**src/rtl/player_sequencer_if.sv**
```systemverilog
// Player-input and ship-control signal bundle for player_sequencer.
// master = the sequencer, slave = the environment (buttons, collision logic, ship).
interface player_sequencer_if;
    logic       btn_left_n;
    logic       btn_right_n;
    logic       btn_fire_n;
    logic       btn_start_n;
    logic       hit;
    logic       shot_done;
    logic       step_left;
    logic       step_right;
    logic       fire;
    logic       ship_rst;
    logic [1:0] lives;
    logic [2:0] state;
    logic       shot_busy;

    modport master (
        input  btn_left_n, btn_right_n, btn_fire_n, btn_start_n, hit, shot_done,
        output step_left, step_right, fire, ship_rst, lives, state, shot_busy
    );

    modport slave (
        output btn_left_n, btn_right_n, btn_fire_n, btn_start_n, hit, shot_done,
        input  step_left, step_right, fire, ship_rst, lives, state, shot_busy
    );
endinterface

```
**src/rtl/player_sequencer.sv**
```systemverilog
// Player game-flow sequencer: button sync, movement ticks, fire cooldown, lives and respawn.
// Optional PLAYER_PAUSE_EN adds a PAUSE state toggled by the start button during play.
module player_sequencer #(
    parameter int unsigned TICK_DIV      = 100000,
    parameter int unsigned FIRE_COOLDOWN = 40000000,
    parameter int unsigned LIVES_INIT    = 3,
    parameter int unsigned RESPAWN_TICKS = 50
) (
    input  logic               clk,
    input  logic               reset,
    player_sequencer_if.master bus
);
    localparam int unsigned TickW = (TICK_DIV > 1) ? $clog2(TICK_DIV) : 1;
    localparam int unsigned CoolW = (FIRE_COOLDOWN > 1) ? $clog2(FIRE_COOLDOWN) : 1;
    localparam int unsigned HitW  = (RESPAWN_TICKS > 1) ? $clog2(RESPAWN_TICKS) : 1;

`ifdef PLAYER_PAUSE_EN
    typedef enum logic [2:0] {
        StIdle = 3'd0, StPlay = 3'd1, StHit = 3'd2, StRespawn = 3'd3, StOver = 3'd4, StPause = 3'd5
    } state_e;
`else
    typedef enum logic [2:0] {
        StIdle = 3'd0, StPlay = 3'd1, StHit = 3'd2, StRespawn = 3'd3, StOver = 3'd4
    } state_e;
`endif

    state_e             state_q, state_d;
    // Button vectors: [0] left, [1] right, [2] fire, [3] start; all active-low.
    logic [3:0]         sync1_q, sync1_d, sync2_q, sync2_d, prev_q, prev_d;
    logic [TickW-1:0]   tick_q, tick_d;
    logic [CoolW-1:0]   cool_q, cool_d;
    logic [HitW-1:0]    hit_cnt_q, hit_cnt_d;
    logic [1:0]         lives_q, lives_d;
    logic               busy_q, busy_d;
    logic               step_left_q, step_left_d, step_right_q, step_right_d;
    logic               fire_q, fire_d, ship_rst_q, ship_rst_d;

    logic [3:0] falling;
    logic       tick, start_fall, fire_fall, left_held, right_held;

    assign falling    = prev_q & ~sync2_q;
    assign start_fall = falling[3];
    assign fire_fall  = falling[2];
    assign left_held  = ~sync2_q[0];
    assign right_held = ~sync2_q[1];
    assign tick       = (tick_q == TickW'(TICK_DIV - 1));

    always_ff @(posedge clk) begin
        if (reset) begin
            state_q <= StIdle;
        end else begin
            state_q <= state_d;
        end
    end

    always_comb begin
        state_d = state_q;
        case (state_q)
            StIdle:    if (start_fall) state_d = StPlay;
            StPlay: begin
                if (bus.hit) begin
                    state_d = (lives_q <= 2'd1) ? StOver : StHit;
                end
`ifdef PLAYER_PAUSE_EN
                else if (start_fall) begin
                    state_d = StPause;
                end
`endif
            end
            StHit:     if (tick && hit_cnt_q == HitW'(RESPAWN_TICKS - 1)) state_d = StRespawn;
            StRespawn: state_d = StPlay;
            StOver:    if (start_fall) state_d = StIdle;
`ifdef PLAYER_PAUSE_EN
            StPause:   if (start_fall) state_d = StPlay;
`endif
            default:   state_d = StIdle;
        endcase
    end

    always_comb begin
        sync1_d      = {bus.btn_start_n, bus.btn_fire_n, bus.btn_right_n, bus.btn_left_n};
        sync2_d      = sync1_q;
        prev_d       = sync2_q;
        tick_d       = tick ? '0 : tick_q + 1'b1;
        cool_d       = (cool_q != '0) ? cool_q - 1'b1 : cool_q;
        hit_cnt_d    = hit_cnt_q;
        lives_d      = lives_q;
        busy_d       = busy_q;
        step_left_d  = 1'b0;
        step_right_d = 1'b0;
        fire_d       = 1'b0;
        ship_rst_d   = 1'b0;
        case (state_q)
            StIdle: begin
                if (start_fall) begin
                    lives_d    = 2'(LIVES_INIT);
                    ship_rst_d = 1'b1;
                    cool_d     = '0;
                end
            end
            StPlay: begin
                // A hit swallows any fire or step decided in the same cycle.
                if (bus.hit) begin
                    lives_d   = (lives_q != 2'd0) ? lives_q - 2'd1 : 2'd0;
                    hit_cnt_d = '0;
                end else begin
                    fire_d       = fire_fall && !busy_q && (cool_q == '0);
                    step_left_d  = tick && left_held && !right_held;
                    step_right_d = tick && right_held && !left_held;
                end
            end
            StHit: begin
                if (tick) hit_cnt_d = hit_cnt_q + 1'b1;
                // Pulse lines up with the single RESPAWN cycle.
                ship_rst_d = (state_d == StRespawn);
            end
`ifdef PLAYER_PAUSE_EN
            StPause:   cool_d = cool_q;
`endif
            default: ;
        endcase
        if (fire_d) cool_d = CoolW'(FIRE_COOLDOWN - 1);
        if ((state_q == StIdle && start_fall) || state_q == StRespawn) begin
            busy_d = 1'b0;
        end else if (fire_d) begin
            busy_d = 1'b1;
        end else if (bus.shot_done) begin
            busy_d = 1'b0;
        end
    end

    always_ff @(posedge clk) begin
        if (reset) begin
            sync1_q      <= '1;
            sync2_q      <= '1;
            prev_q       <= '1;
            tick_q       <= '0;
            cool_q       <= '0;
            hit_cnt_q    <= '0;
            lives_q      <= 2'd0;
            busy_q       <= 1'b0;
            step_left_q  <= 1'b0;
            step_right_q <= 1'b0;
            fire_q       <= 1'b0;
            ship_rst_q   <= 1'b0;
        end else begin
            sync1_q      <= sync1_d;
            sync2_q      <= sync2_d;
            prev_q       <= prev_d;
            tick_q       <= tick_d;
            cool_q       <= cool_d;
            hit_cnt_q    <= hit_cnt_d;
            lives_q      <= lives_d;
            busy_q       <= busy_d;
            step_left_q  <= step_left_d;
            step_right_q <= step_right_d;
            fire_q       <= fire_d;
            ship_rst_q   <= ship_rst_d;
        end
    end

    assign bus.step_left  = step_left_q;
    assign bus.step_right = step_right_q;
    assign bus.fire       = fire_q;
    assign bus.ship_rst   = ship_rst_q;
    assign bus.lives      = lives_q;
    assign bus.state      = state_q;
    assign bus.shot_busy  = busy_q;
endmodule
```
**src/flat_wrapper.sv**
```systemverilog
// flat-port wrapper written by rule: the top's interface ports become plain ports
module player_sequencer_flat 
#(
    parameter int unsigned TICK_DIV      = 100000,
    parameter int unsigned FIRE_COOLDOWN = 40000000,
    parameter int unsigned LIVES_INIT    = 3,
    parameter int unsigned RESPAWN_TICKS = 50
)
  (clk, reset, bus_btn_left_n, bus_btn_right_n, bus_btn_fire_n, bus_btn_start_n, bus_hit, bus_shot_done, bus_step_left, bus_step_right, bus_fire, bus_ship_rst, bus_lives, bus_state, bus_shot_busy);
  player_sequencer_if bus_i ();
  input  logic clk;
  input  logic reset;
  input wire logic [$bits(bus_i.btn_left_n)-1:0] bus_btn_left_n;
  input wire logic [$bits(bus_i.btn_right_n)-1:0] bus_btn_right_n;
  input wire logic [$bits(bus_i.btn_fire_n)-1:0] bus_btn_fire_n;
  input wire logic [$bits(bus_i.btn_start_n)-1:0] bus_btn_start_n;
  input wire logic [$bits(bus_i.hit)-1:0] bus_hit;
  input wire logic [$bits(bus_i.shot_done)-1:0] bus_shot_done;
  output wire logic [$bits(bus_i.step_left)-1:0] bus_step_left;
  output wire logic [$bits(bus_i.step_right)-1:0] bus_step_right;
  output wire logic [$bits(bus_i.fire)-1:0] bus_fire;
  output wire logic [$bits(bus_i.ship_rst)-1:0] bus_ship_rst;
  output wire logic [$bits(bus_i.lives)-1:0] bus_lives;
  output wire logic [$bits(bus_i.state)-1:0] bus_state;
  output wire logic [$bits(bus_i.shot_busy)-1:0] bus_shot_busy;
  assign bus_i.btn_left_n = bus_btn_left_n;
  assign bus_i.btn_right_n = bus_btn_right_n;
  assign bus_i.btn_fire_n = bus_btn_fire_n;
  assign bus_i.btn_start_n = bus_btn_start_n;
  assign bus_i.hit = bus_hit;
  assign bus_i.shot_done = bus_shot_done;
  assign bus_step_left = bus_i.step_left;
  assign bus_step_right = bus_i.step_right;
  assign bus_fire = bus_i.fire;
  assign bus_ship_rst = bus_i.ship_rst;
  assign bus_lives = bus_i.lives;
  assign bus_state = bus_i.state;
  assign bus_shot_busy = bus_i.shot_busy;
  player_sequencer #(.TICK_DIV(TICK_DIV), .FIRE_COOLDOWN(FIRE_COOLDOWN), .LIVES_INIT(LIVES_INIT), .RESPAWN_TICKS(RESPAWN_TICKS)) u_core (.clk(clk), .reset(reset), .bus(bus_i));
endmodule
```
**config.mk**
```make
export PLATFORM = sky130hd
export DESIGN_NAME = player_sequencer_flat
export DESIGN_NICKNAME = d
export VERILOG_FILES = /design/src/rtl/player_sequencer_if.sv /design/src/rtl/player_sequencer.sv /design/src/flat_wrapper.sv
export SDC_FILE = /design/constraint.sdc
export NUM_CORES = 1
export LEC_CHECK = 0
export CAP_MARGIN = 20
export CORE_AREA = 2 2 79 81
export CTS_CLUSTER_DIAMETER = 30
export CTS_CLUSTER_SIZE = 25
export DETAILED_ROUTE_END_ITERATION = 12
export DIE_AREA = 0 0 81 83
export MAX_ROUTING_LAYER = met4
export PLACE_DENSITY = 0.73
export SYNTH_ARGS = -nofsm -noshare
export SYNTH_HDL_FRONTEND = slang
export SYNTH_SLANG_ARGS = --single-unit
```
**constraint.sdc**
```tcl
create_clock -name clk -period 1.8 [get_ports clk]
set_clock_uncertainty 0.05 [all_clocks]
set_input_delay 0.18 -clock clk [delete_from_list [all_inputs] [get_ports clk]]
set_output_delay 0.18 -clock clk [all_outputs]
set_load 0.05 [all_outputs]
```
==> impl_metrics.py, run 1 <==
metrics = {
    "status": {
        "outcome": "complete, but fails checks",
        "violations": "setup timing",
    },
    "pwr": {
        "internal_power_uw": 4589,
        "p_sw_uw": 2822,
        "power_frac_seq_pct": 27.5,
        "p_comb_share_pct": 53.3,
        "powerDensity_mw_per_mm2": 1831,
        "leakagePower_uw": 0.001591,
        "clkPwrFrac_pct": 19.3,
        "netSwitchingFraction_pct": 38.08,
        "ir_drop_uv": 1269,
    },
    "grt": {
        "grt.overflow.total": 0,
        "antenna_found_initial": 0,
        "grt_max_degree": 24,
        "grt_pass1_vias": 2476,
        "grt_use_total_pct": 21.27,
        "grt_pass1_wl_mm": 10.95,
    },
    "place": {
        "dp_hpwl_mm": 4.355,
        "gp_congestion": 0.8241,
        "portBuffers": 17,
        "dpl_worst_slack_ns": -0.09355,
        "dpl_cell_area_mm2": 0.003595,
    },
    "synth": {
        "ys_ff_latch": 69,
        "postSynthCellCount": 330,
        "yosys.area.top_type": "dfxtp_1",
        "yosys_warnings": 0,
        "avgSynthCellArea_um2": 9.084,
        "synthTopCellsByArea": "dfxtp_1 (46%), xnor2_1 (6.4%), nor2_1 (6.3%)",
        "synth_ff_type": "dfxtp_1",
        "synth_cell_types": 46,
        "synth_most_common_cell": "dfxtp_1",
        "netlist_area_mm2": 0.002998,
        "ys_seq_area_share_pct": 46.08,
        "synthTopCellsByCount": "dfxtp_1 (69), nor2_1 (50), xnor2_1 (22), nand2_1 (21), xor2_1 (21)",
        "synth_nets": 342,
        "synth_edf_count": 0,
        "async_reset_ff_share_pct": 0,
        "synth_top_cell_area_share_pct": 46.08,
    },
    "hold_path": {
        "worstHoldStart": "bus_btn_right_n",
        "hold_end": "u_core.sync1_q[1]$_SDFF_PP1_",
        "min_path_cells": 2,
        "hold_class": "in2reg",
    },
    "clock_tree": {
        "worstSkewPairLatency_ns": 0.34,
        "clock-sinks": 69,
        "numCtsBuffers": 9,
        "ctsHoldBuffers": 0,
        "root_buffer": "clkbuf_8",
        "cts_tree": "yes",
        "clockBufferDepth": 2,
        "clkSlewWorstSetupHoldPaths_ns": 0.07,
        "cts_max_level": 3,
    },
    "final_layout": {
        "nets": 417,
        "synthToLayoutAreaGrowth_pct": 35.02,
        "drive_above_1_share_pct": 29.27,
        "n_antenna_cell": 0,
        "final_core_util_pct": 69.60,
        "n_fill_cell": 475,
        "seq_area_mm2": 0.001390,
        "multi_input_comb_area_mm2": 0.001713,
        "fin_area_mm2": 0.004048,
    },
    "sta": {
        "slew_viol_final": 0,
        "rsz0062_at_grt": "yes",
        "relSlewSlack_pct": 66.81,
        "tightestPinTransition_ns": 0.4971,
        "setup_slack_ns": -0.2300,
        "finalHoldViolCount": 0,
        "max_freq_mhz": 492.6,
        "setup_viol": 27,
        "fin_crit_ns": 2.030,
        "finalHoldWorstSlack_ns": 0.3444,
        "fin_crit_sh_pct": 112.8,
    },
    "detailed_routing": {
        "drt_pre_antenna_iters": 4,
        "route.detailed.drc": 0,
        "ant_nets": 0,
        "vias": 2594,
        "drt_iter0_drc": 99,
        "drt-wirelength-per-cell_um": 14.24,
        "wl_mm": 6.906,
        "vias_per_cell": 5.348,
    },
    "worst_setup_path": {
        "critPathBufInv": 0,
        "reg2reg_to": "u_core.cool_q[17]$_SDFF_PP0_",
        "critPathMaxStageDelay_ns": 0.42,
        "cp_slowest_cell": "nor4_1",
        "cp.arrival_ns": 2.21,
        "crit_type": "reg2reg",
        "cp.required_ns": 1.98,
        "reg2reg_depth": 6,
        "reg2reg_from": "u_core.cool_q[19]$_SDFF_PP0_",
        "crit_path_max_fanout": 6,
        "rrSetupSlack_ns": -0.23,
        "worst_setup_path_start_kind": "register",
        "crit_family": "simple AND/OR/NAND/NOR gates",
        "crit_chain": "nor4_1 > nand4_1 > or2_1 > and4_1 > xnor2_1 > o21ai_1",
        "end_kind": "register",
        "path_depth": 6,
        "crit_path_start": "u_core.cool_q[19]$_SDFF_PP0_",
    },
    "floorplanning": {
        "num_rows": 28,
        "start_util_pct": 51.55,
        "dieArea_mm2": 0.006723,
        "pin_count": 18,
        "die_h_um": 83,
        "die_x_um": 81,
        "core_mm2": 0.005816,
    },
    "job": {
        "drv_cap": 0,
    },
}
==> how the worst max path moves through the flow <==
stage | endpoint
floorplan | u_core.cool_q[20]$_SDFF_PP0_
global placement | u_core.cool_q[24]$_SDFF_PP0_
detailed placement | u_core.cool_q[20]$_SDFF_PP0_
CTS | u_core.cool_q[20]$_SDFF_PP0_
global route | u_core.cool_q[17]$_SDFF_PP0_
finish | u_core.cool_q[17]$_SDFF_PP0_
==> cell type report <==
type / instances / area share (%)
multi-input cells: 248 / 42.32
flip-flops and latches: 69 / 34.34
repair buffers: 70 / 14.81
clock buffers: 11 / 3.493
well taps: 75 / 2.318
clock inverters: 5 / 2.071
inverters: 7 / 0.6492
==> layer usage <==
layer,up-vias,track usage (%),share of wire [%]
met1,1243,26.41,44
met5,-,-,0
li1,1290,-,-
met3,17,3.804,2.8
met2,44,33.21,50
met4,0,10.02,2.7
==> worst reg2reg max path, delay by kind of cell (launching register included) <==
kind / cells / cell delay (ns)
flip-flops: 1 / 0.33
AO/OA/AOI/OAI: 1 / 0.07
XOR/XNOR: 1 / 0.15
AND/OR/NAND/NOR: 4 / 1.32
==> through the flow <==
stage,TNS [ns],power (uW),instances
after floorplan,-0.3180,3950,330
after CTS,-0.3216,6907,479
final,-2.470,7411,485
after global routing,-3.935,7797,485
after detailed placement,-0.4845,5070,461
after global placement,-0.04221,5003,461
==> sequential cells by signal (all words and copies together) (netlist names), 2 cells and up <==
signal / flops
u_core.bus.lives: 2
u_core.bus.state: 3
u_core.cool_q: 26
u_core.hit_cnt_q: 6
u_core.prev_d: 4
u_core.prev_q: 2
u_core.sync1_q: 4
u_core.tick_q: 17
==> placed cells by master, fill, tap and decap left out, drive strengths merged, types with 2 or more instances in the layout <==
cell	n
clkinvlp	2
nor4	11
xnor2	22
inv	7
buf	56
xor2	21
ha	4
nand4	12
nand4b	2
nand2	23
nor2	51
clkbuf	11
nand3	9
nor3	17
or2	12
and3	4
dfxtp	69
nor3b	4
a21oi	5
bufinv	2
and4	3
o21ai	20
nor2b	3
nor4b	2
clkdlybuf4s50	13
nand2b	10
mux2	2
==> power by group through the flow <==
stage | Sequential (uW) | Clock [uW] | Combinational, uW
5_1_grt | 2060 | 1510 | 4230
2_1_floorplan | 2090 | 0 | 1860
6_report | 2030 | 1430 | 3950
3_3_place_gp | 2020 | 0 | 2990
3_5_place_dp | 2040 | 0 | 3030
4_1_cts | 2010 | 1440 | 3450
==> logic make-up (layout without fill, tap and decap cells) <==
kind of cell	after synthesis	after routing	share of synthesized area (%)
compound gates	30	30	5.426
xor+xnor	43	43	12.56
fa+ha+maj	4	4	1.670
buf+inv	14	93	1.878
flops	69	69	46.08
mux	3	3	1.085
simple gates	167	168	31.30
==> repair_timing <==
item                       CTS  global route
cloned                       0             1
resized for setup           15            23
pin swaps                    5             8
setup buffers                2             5
setup endpoints to repair   20            31
No activity file was read; power rests on OpenSTA's default activity.
==> run 2, diff against run 1 <==
PLACE_DENSITY = 0.82   (was 0.73)
REMOVE_ABC_BUFFERS = 1   (was unset)
==> impl_metrics.py, run 2 (synthesis gave the netlist of run 1 again) <==
metrics = {
    "worst_setup_path": {
        "crit_path_max_fanout": 6,
        "cp.required_ns": 1.99,
        "reg2reg_from": "u_core.cool_q[2]$_SDFF_PP0_",
        "crit_family": "simple AND/OR/NAND/NOR gates",
        "critPathBufInv": 0,
        "worst_setup_path_start_kind": "register",
        "crit_path_start": "u_core.cool_q[2]$_SDFF_PP0_",
        "path_depth": 6,
        "crit_type": "reg2reg",
        "crit_chain": "nor4_4 > nand4_4 > nor2b_4 > or4b_4 > xor2_2 > nor2_2",
        "critPathMaxStageDelay_ns": 0.47,
        "cp.arrival_ns": 2.13,
        "reg2reg_depth": 6,
        "end_kind": "register",
        "cp_slowest_cell": "or4b_4",
        "rrSetupSlack_ns": -0.15,
    },
    "final_layout": {
        "drive_above_1_share_pct": 30.64,
        "top_register": "u_core.cool_q",
        "final_core_util_pct": 70.09,
        "synthToLayoutAreaGrowth_pct": 35.98,
        "largest_reg_flops": 26,
        "mostFrequentLayoutCells": "dfxtp_1 (64), buf_4 (50), nor2_1 (48)",
        "final_common_cell": "dfxtp_1",
        "n_antenna_cell": 0,
        "nets": 415,
        "top_regs": "u_core.cool_q (26), u_core.tick_q (17), u_core.hit_cnt_q (6)",
        "n_fill_cell": 413,
        "final_cells": 483,
        "fin_area_mm2": 0.004076,
    },
    "detailed_routing": {
        "drt_iter0_drc": 134,
        "vias": 2590,
        "ant_nets": 0,
        "drt-wirelength-per-cell_um": 14.57,
        "wl_mm": 7.035,
        "drt_pre_antenna_iters": 4,
        "route.detailed.drc": 0,
        "vias_per_cell": 5.362,
    },
    "place": {
        "gp_congestion": 0.9121,
        "dp.cells": 458,
        "dpl_worst_slack_ns": -0.1278,
        "dpl_cell_area_mm2": 0.003560,
        "portBuffers": 17,
        "dp_hpwl_mm": 4.446,
    },
    "pwr": {
        "ir_drop_uv": 1397,
        "internal_power_uw": 4555,
        "clkPwrFrac_pct": 18.7,
        "power_frac_seq_pct": 28.2,
        "netSwitchingFraction_pct": 38.27,
        "leakagePower_uw": 0.001627,
        "p_sw_uw": 2825,
        "powerDensity_mw_per_mm2": 1810,
        "p_comb_share_pct": 53.2,
    },
    "clock_tree": {
        "numCtsBuffers": 9,
        "ctsHoldBuffers": 0,
        "cts_max_level": 3,
        "cts_tree": "yes",
        "clockBufferDepth": 2,
        "clock-sinks": 69,
        "root_buffer": "clkbuf_8",
        "worstSkewPairLatency_ns": 0.34,
        "clkSlewWorstSetupHoldPaths_ns": 0.08,
    },
    "grt": {
        "grt.overflow.total": 0,
        "grt_max_degree": 18,
        "antenna_found_initial": 0,
        "grt_pass1_wl_mm": 10.97,
        "grt_pass1_vias": 2435,
        "grt_use_total_pct": 21.27,
    },
    "sta": {
        "fin_crit_ns": 1.945,
        "setup_viol": 11,
        "relSlewSlack_pct": 66.63,
        "tns_ns": -0.6344,
        "fin_crit_sh_pct": 108.1,
        "rsz0062_at_grt": "yes",
        "finalHoldViolCount": 0,
        "max_freq_mhz": 514.1,
        "setup_slack_ns": -0.1451,
        "tightestPinTransition_ns": 0.4998,
        "slew_viol_final": 0,
    },
    "hold_path": {
        "hold_class": "in2reg",
        "worstHoldStart": "bus_btn_right_n",
        "min_path_cells": 2,
    },
    "status": {
        "violations": "setup timing",
        "outcome": "complete, but fails checks",
    },
    "floorplanning": {
        "core_mm2": 0.005816,
        "die_h_um": 83,
        "pin_count": 18,
        "die_x_um": 81,
        "dieArea_mm2": 0.006723,
        "start_util_pct": 51.55,
        "num_rows": 28,
    },
    "job": {
        "drv_cap": 0,
    },
}
run 2: routing by layer:
metal / vias up / part of all wire (%) / GRT usage (%)
li1: 1285 / - / -
met1: 1237 / 43 / 26.63
met2: 54 / 51 / 32.83
met3: 14 / 4.1 / 5.435
met4: 0 / 2.0 / 8.012
met5: - / 0 / -
run 2: what timing repair did:
item                                    in CTS  in global routing
resized for setup                           14                 38
gates cloned                                 0                  1
buffers inserted                             1                  7
pin swaps                                    4                 16
endpoints found under the hold margin        0                  0
endpoints found under the setup margin      21                 37
run 2: layout make-up:
type / count / area, um2 / area share (%)
Multi-Input combinational cell: 248 / 1769 / 43.40
Sequential cell: 69 / 1388 / 34.04
Timing Repair Buffer: 68 / 576.8 / 14.15
Clock buffer: 9 / 123.9 / 3.039
Clock inverter: 7 / 98.84 / 2.425
Tap cell: 75 / 93.84 / 2.302
Inverter: 7 / 26.28 / 0.6446
run 2: through the flow:
| stage | total power [uW] | hold slack [ns] |
|---|---|---|
| floorplan | 3866 | 0.1991 |
| global placement | 4853 | 0.3417 |
| detailed placement | 4949 | 0.3437 |
| CTS | 6607 | 0.3392 |
| global route | 7792 | 0.3476 |
| finish | 7380 | 0.3489 |
run 2: final timing paths:
check	endpoint
worst min-delay path	u_core.sync1_q[1]$_SDFF_PP1_
worst max register to register	u_core.cool_q[20]$_SDFF_PP0_
worst max-delay path	u_core.cool_q[20]$_SDFF_PP0_
worst min register to register	u_core.prev_d[0]$_SDFF_PP1_
run 2: power by group through the flow:
stage               combinational [uW]  sequential, uW  clock [uW]
finish                            3930            2080        1380
global placement                  2810            2040           0
floorplan                         1790            2080           0
detailed placement                2900            2050           0
CTS                               3170            2030        1400
global route                      4220            2100        1480
